`src/rtl/logic_gate_exerciser.sv`:
```
// -----------------------------------------------------------------------------
// logic_gate_exerciser
//
// Run-on-start hardware self test for a 2-input logic_gates block. On an
// accepted start the exerciser walks {a,b} through 00, 01, 10, 11. Each vector
// is held for DWELL settle cycles plus one SAMPLE cycle. In the SAMPLE cycle
// the seven gate outputs are compared against golden values. The results stay
// on the outputs until the next accepted start.
//
// Parameters
//   DWELL  cycles each vector is driven before it is sampled (>= 1)
//   ERR_W  width of err_count (saturating count of mismatching bits)
//
// Ports
//   clk         in   1      system clock, rising edge
//   rst_n       in   1      asynchronous active-low reset
//   start       in   1      run request, honoured only in IDLE
//   a_out       out  1      drives logic_gates.a (registered)
//   b_out       out  1      drives logic_gates.b (registered)
//   gate_in     in   7      {and,or,nand,nor,not,xor,xnor}, bit6..bit0
//   busy        out  1      high through every DRIVE and SAMPLE cycle
//   done        out  1      one-cycle pulse at end of run
//   pass        out  1      err_count==0 at end of run, held until next start
//   err_count   out  ERR_W  mismatching bit count, saturates at all-ones
//   fail_vec    out  4      bit i set if vector {a,b}=i had any mismatch
//   fail_gates  out  7      OR over vectors of mismatching gate_in bits
// -----------------------------------------------------------------------------
module logic_gate_exerciser #(
  parameter int DWELL = 4,
  parameter int ERR_W = 5
) (
  input  logic             clk,
  input  logic             rst_n,
  input  logic             start,
  output logic             a_out,
  output logic             b_out,
  input  logic [6:0]       gate_in,
  output logic             busy,
  output logic             done,
  output logic             pass,
  output logic [ERR_W-1:0] err_count,
  output logic [3:0]       fail_vec,
  output logic [6:0]       fail_gates
);

  // A zero dwell would sample gate_in in the same cycle the inputs change,
  // before the gate block has had a full cycle to settle.
  if (DWELL < 1) begin : g_dwell_illegal
    $error("logic_gate_exerciser: DWELL must be >= 1");
  end

  // The dwell counter only needs to reach DWELL-1.
  localparam int CNT_W = (DWELL < 2) ? 1 : $clog2(DWELL);
  localparam logic [CNT_W-1:0] CNT_LAST = CNT_W'(DWELL - 1);
  localparam int ERR_MAX = (1 << ERR_W) - 1;

  typedef enum logic [1:0] {
    S_IDLE   = 2'd0,
    S_DRIVE  = 2'd1,
    S_SAMPLE = 2'd2,
    S_DONE   = 2'd3
  } state_e;

  state_e           state_q, state_d;
  logic [1:0]       vec_q, vec_d;
  logic [CNT_W-1:0] cnt_q, cnt_d;
  logic [1:0]       ab_q, ab_d;
  logic [ERR_W-1:0] err_q, err_d;
  logic [3:0]       fv_q, fv_d;
  logic [6:0]       fg_q, fg_d;
  logic             pass_q, pass_d;
  logic [6:0]       expected;
  logic [6:0]       mism;

  // Golden response of an ideal gate block, ordered like gate_in.
  function automatic logic [6:0] golden(input logic a, input logic b);
    return {a & b, a | b, ~(a & b), ~(a | b), ~a, a ^ b, ~(a ^ b)};
  endfunction

  function automatic logic [2:0] popcount7(input logic [6:0] v);
    logic [2:0] n;
    n = 3'd0;
    for (int i = 0; i < 7; i++) begin
      n = n + {2'b00, v[i]};
    end
    return n;
  endfunction

  // Adds inc to acc, clamping at the all-ones value of err_count.
  function automatic logic [ERR_W-1:0] sat_add(input logic [ERR_W-1:0] acc,
                                               input logic [2:0]       inc);
    int sum;
    sum = int'(acc) + int'(inc);
    if (sum > ERR_MAX) begin
      sum = ERR_MAX;
    end
    return ERR_W'(sum);
  endfunction

  assign expected = golden(ab_q[1], ab_q[0]);

  // Four-state compare: an X or Z on gate_in must count as a mismatch rather
  // than silently matching.
  always_comb begin
    mism = '0;
    for (int i = 0; i < 7; i++) begin
      mism[i] = (gate_in[i] !== expected[i]);
    end
  end

  always_comb begin
    state_d = state_q;
    vec_d   = vec_q;
    cnt_d   = cnt_q;
    ab_d    = ab_q;
    err_d   = err_q;
    fv_d    = fv_q;
    fg_d    = fg_q;
    pass_d  = pass_q;

    unique case (state_q)
      S_IDLE: begin
        ab_d = 2'b00;
        if (start) begin
          state_d = S_DRIVE;
          vec_d   = 2'd0;
          cnt_d   = '0;
          err_d   = '0;
          fv_d    = '0;
          fg_d    = '0;
          pass_d  = 1'b0;
        end
      end

      S_DRIVE: begin
        ab_d = vec_q;
        if (cnt_q == CNT_LAST) begin
          state_d = S_SAMPLE;
        end else begin
          cnt_d = cnt_q + 1'b1;
        end
      end

      S_SAMPLE: begin
        err_d = sat_add(err_q, popcount7(mism));
        fv_d  = fv_q | ({3'b000, |mism} << vec_q);
        fg_d  = fg_q | mism;
        if (vec_q == 2'd3) begin
          state_d = S_DONE;
          ab_d    = 2'b00;
          pass_d  = (err_d == '0);
        end else begin
          // The next vector is presented on the same edge that leaves SAMPLE,
          // so every DRIVE cycle already sees the new a/b.
          state_d = S_DRIVE;
          vec_d   = vec_q + 2'd1;
          ab_d    = vec_q + 2'd1;
          cnt_d   = '0;
        end
      end

      S_DONE: begin
        state_d = S_IDLE;
        ab_d    = 2'b00;
      end

      default: begin
        state_d = S_IDLE;
        ab_d    = 2'b00;
      end
    endcase
  end

  always_ff @(posedge clk or negedge rst_n) begin
    if (!rst_n) begin
      state_q <= S_IDLE;
      vec_q   <= 2'd0;
      cnt_q   <= '0;
      ab_q    <= 2'b00;
      err_q   <= '0;
      fv_q    <= '0;
      fg_q    <= '0;
      pass_q  <= 1'b0;
    end else begin
      state_q <= state_d;
      vec_q   <= vec_d;
      cnt_q   <= cnt_d;
      ab_q    <= ab_d;
      err_q   <= err_d;
      fv_q    <= fv_d;
      fg_q    <= fg_d;
      pass_q  <= pass_d;
    end
  end

  assign a_out      = ab_q[1];
  assign b_out      = ab_q[0];
  assign busy       = (state_q == S_DRIVE) || (state_q == S_SAMPLE);
  assign done       = (state_q == S_DONE);
  assign pass       = pass_q;
  assign err_count  = err_q;
  assign fail_vec   = fv_q;
  assign fail_gates = fg_q;

endmodule

```
`config.mk`:
```
export PLATFORM = sky130hd
export DESIGN_NAME = logic_gate_exerciser
export DESIGN_NICKNAME = d
export VERILOG_FILES = /design/src/rtl/logic_gate_exerciser.sv
export SDC_FILE = /design/constraint.sdc
export NUM_CORES = 1
export LEC_CHECK = 0
export CORE_MARGIN = 2
export CORE_UTILIZATION = 50
export DETAILED_ROUTE_END_ITERATION = 10
export DONT_BUFFER_PORTS = 1
export GPL_ROUTABILITY_DRIVEN = 0
export PLACE_DENSITY = 0.7
export SLEW_MARGIN = 20
export SYNTH_ARGS = -nofsm -noshare
export SYNTH_HDL_FRONTEND = slang
export SYNTH_SLANG_ARGS = --single-unit
export TNS_END_PERCENT = 50
```
`constraint.sdc`:
```
create_clock -name clk -period 9.66 [get_ports clk]
set_clock_uncertainty 0.15 [all_clocks]
set_input_delay 0.483 -clock clk [delete_from_list [all_inputs] [get_ports clk]]
set_output_delay 0.483 -clock clk [all_outputs]
set_load 0.005 [all_outputs]
```
* Yosys cells after proc, flatten, opt, wreduce, memory -nomap -nowiden
Index checks and enable logic that the tools add are counted.
Word-level totals: bits in registers 25, word-level logic and storage cells 80, output and inout port bits 21
Cells by class: shift operators 1, reductions and logical operators 12, eq/ne operators 17, add/sub/neg operators 9, $lt $le $gt $ge 1, bitwise operators 9, multiplexer cells 23
Operators by type and width (count):
- $mux W2 | 8
- $mux W5 | 3
- $pmux W7 S2 | 1
- $add A3 B1 Y3 | 4
- $pmux W2 S3 | 2
- $ne A2 B2 Y1 const B | 5
- $pmux W5 S2 | 1
- $eq A2 B2 Y1 const B | 4
- $pmux W2 S4 | 1
- $pmux W4 S2 | 1
- $mux W7 | 1
- $nex A1 B1 Y1 | 7
- $or A7 B7 Y7 | 1
- $reduce_or A7 Y1 | 1
- $add A5 B3 Y6 | 1
- $gt A6 B5 Y1 const B | 1
- $reduce_and A3 Y1 | 2
- $logic_not A5 Y1 | 1
- $add A2 B1 Y2 const B | 2
- $mux W4 | 1
- $not A1 Y1 | 4
- $or A4 B4 Y4 | 1
- $pmux W2 S2 | 1
- $reduce_and A2 Y1 | 2
- other kinds (15) | 16

* Logic depth before layout (Yosys ltp)
depth in word-level cells 16, depth in mapped cells 14

* Worst setup path after synthesis
No wires, ideal clock.
kind flip-flop to flip-flop, from register ab_q[1], to register pass_q, in the netlist pass, buffers on the path 0, cell stages (with the launch flop) 15, arrival 3.990 ns, setup slack 5.428 ns, period minus slack after synthesis 4.232 ns, path through dfrtp_1 inv_1 ha_1 xnor2_1 fa_1 fa_1 inv_1 fa_1 inv_1 ha_1 fa_1 a21o_1 a211oi_1 a31oi_1 o31ai_2
Between the ends: cells in the longest elaborated chain, start to end 16, elaborated cells between the ends (all ways) 27
RTL lines:
- from (decl) | line 67 | logic [1:0] ab_q, ab_d;
- from (signal assigned) | line 179 | ab_q <= 2'b00;
- from (signal assigned) | line 188 | ab_q <= ab_d;
- $xor A1 B1 Y1 | line 77 | return {a & b, a | b, ~(a & b), ~(a | b), ~a, a ^ b, ~(a ^ b)};
- $not A1 Y1 | line 77
- $nex A1 B1 Y1 | line 107 | mism[i] = (gate_in[i] !== expected[i]);
- $add A1 B1 Y2 | line 84 | n = n + {2'b00, v[i]};
- $add A2 B1 Y3 | line 84
- $add A3 B1 Y3 (3 in series) | line 84
- $add A3 B1 Y3 * | line 84
- $add A5 B3 Y6 * | line 93 | sum = int'(acc) + int'(inc);
- $gt A6 B5 Y1 | line 94 | if (sum > ERR_MAX) begin
- $mux W5 * | line 94
- $mux W5 * | line 121 | unique case (state_q)
- $logic_not A5 Y1 * | line 151 | pass_d = (err_d == '0);
- $mux W1 * | line 148 | if (vec_q == 2'd3) begin
- $pmux W1 S2 * | line 121
- to (signal assigned) | line 192 | pass_q <= pass_d;
- to (decl) | line 71 | logic pass_q, pass_d;
Mark *: on every way between the ends. The rest lies on a longest branch, timed or not. The select of a mux whose other input is x is not followed. A chain may end at the register's enable or synchronous reset.

* Worst setup path in the final report
Ends and elaborated chain as after synthesis.

==> run metrics <==
status=completed; sequential fraction of the synthesis area=0.396; Syn Area/Cell=10.1 µm²; Slew HR=0.506; flops & latches, synth=25; initial antenna violation count=0; fraction of registers with async set or reset after synthesis=1.00; count leader, synth=dfrtp_1; CP Launch Type=flop; Worst-path clk slew=0.14 ns; largest net degree at the start of global routing=26; RSZ-0062 raised after global routing=no; Fin Setup TNS=0 ns; core area=3030 µm²; row count=20; Synthesized Nets=187; drt first pass iters=4; CP Data Arrival Time=4.62 ns; footprint of the multi-input gates=890 µm²; Final Instance Count excl. Fillers=203; Ant. Diodes=0; number of routed nets with antenna violations=0; Synth warnings=0; global-route usage over all layers=0.199; Initial Util=0.522; CP Max Fanout=4; commonest cells in the netlist=dfrtp_1 (25), ha_1 (16), a21oi_1 (15); Final Slew Violations=0; H-Tree Depth=1; I/O Buffers=0; P&R area growth vs syn=6.49%; FILL cells=275; area leader, netlist=dfrtp_1; Area contributors post-synth=dfrtp_1 (40%), ha_1 (13%), fa_1 (5.1%), a21oi_1 (4.8%), a22o_1 (4.4%); Max Cap Viol=0; Hold Crit Class=in2reg; CTS sink cnt=25; Tightest Pin Transition=0.727 ns; share of the synthesized area in the top cell type=0.396; final-report hold violation count=0; Reg area=626 µm²; Post-Syn Area=1580 µm²; WL final=3300 µm; total number of vias=1,170; Period minus WS final=4.52 ns; ys flop type=dfrtp_1; CTS tree=done; number of synthesized flops with an enable pin=0; Mapped Cells=157; Tcrit/Tclk final=0.468; Root Buffer Master=clkbuf_4; Crit path required time=9.75 ns; final setup vio count=0; Clock Latency Late Sink=0.32 ns; number of instances in the placed design=197; type of destination of the critical path=flop; global-route wire length before repair=5440 µm; synth unique cells=36; DRC viols=0; Num CTS Buffers=3; Die H=60.2 µm; Fmax achieved=221 MHz; remaining global-route overflow=0; kind of critical path=reg2reg; die width=60.2 µm; initial DRC count=54; vias in the first global route=1,180; clk buf depth=2; Die ar.=3630 µm²; Avg WL per Cell=16.3 µm; DPL Wire Length=2480 µm; fraction of layout cells with a size suffix above 1=0.0629; Top Ports=31; nets@finish=190; via/cell ratio=5.76
cells by family after synthesis:
family          count (synthesis)  share of synthesized area
xor+xnor                        8                     0.0443
flops                          25                      0.396
compound gates                 44                      0.186
fa+ha+maj                      20                      0.177
buf+inv                        18                     0.0435
mux                             3                     0.0206
simple gates                   39                      0.132
registers in the layout, summed over array words and instances, names as in the netlist:
| register | flops |
|---|---|
| vec_q | 2 |
| pass | 1 |
| fail_vec | 4 |
| err_count | 5 |
| ab_q | 2 |
| fail_gates | 7 |
| state_q | 2 |
| cnt_q | 2 |
placed cells by master, fill, tap and decap left out, drive strengths merged, types with 2 or more instances in the layout:
cell type and n:
dfrtp 25, fa 4, o21ai 8, nor3 2
clkbuf 3, mux2 2, nand2 10, inv 14
a22o 8, a21o 4, a21oi 15, nor2 9
xor2 4, xnor2 4, ha 16, a31oi 2
nor2b 4, nor3b 5, and3 3
worst max-delay path: stages, from the launching register on:
cell	delay, ns
dfrtp_1	0.44
inv_1	0.06
ha_1	0.33
xnor2_1	0.31
fa_1	0.50
fa_1	0.56
inv_1	0.06
fa_1	0.53
inv_1	0.04
ha_1	0.23
fa_1	0.41
a21o_1	0.21
a211oi_1	0.25
a31oi_1	0.10
o31ai_2	0.25
routing by layer:
layer | up-vias | share of wire | GRT usage
met5 | - | 0 | 0
met4 | 0 | 0.0051 | 0.0635
met3 | 2 | 0.065 | 0.0455
met2 | 46 | 0.48 | 0.337
met1 | 566 | 0.45 | 0.251
li1 | 556 | - | -
what timing repair did:
action                                 4_1_cts  5_1_grt
buffers inserted                             0        0
hold buffers                                 2        0
endpoints found under the hold margin       25        0
resized for setup                            0        0
final timing paths:
path                          startpoint            end  slack (ns)  cells past startpoint
setup / recovery                 ab_q[1]           pass        5.14                     14
hold / removal                gate_in[6]  fail_gates[6]        0.29                      3
setup reg to reg                 ab_q[1]           pass        5.14                     14
hold reg to reg            fail_gates[6]  fail_gates[6]        0.39                      2
max in group asynchronous          rst_n   err_count[3]        8.79                      2
min in group asynchronous          rst_n    fail_vec[2]        0.42                      2
final cells by class:
class | instances | share of cell area
clock buffers | 3 | 0.0134
clock inverters | 1 | 0.00446
inverters | 14 | 0.0312
multi-input cells | 114 | 0.529
flip-flops and latches | 25 | 0.372
well taps | 44 | 0.0327
repair buffers | 2 | 0.0178
per-stage QoR:
stage	util	worst slack (ns)	hold slack, ns	area, µm²
2_1_floorplan	-	5.43	0.0374	1580
3_3_place_gp	0.535	5.30	0.0379	1620
3_5_place_dp	0.535	5.18	0.0380	1620
4_1_cts	0.555	5.13	0.274	1680
5_1_grt	0.556	4.94	0.266	1680
6_report	0.556	5.14	0.288	1680
Power is not shown: default switching activity piles up to over one toggle a cycle in this logic, so the estimate is an artifact.
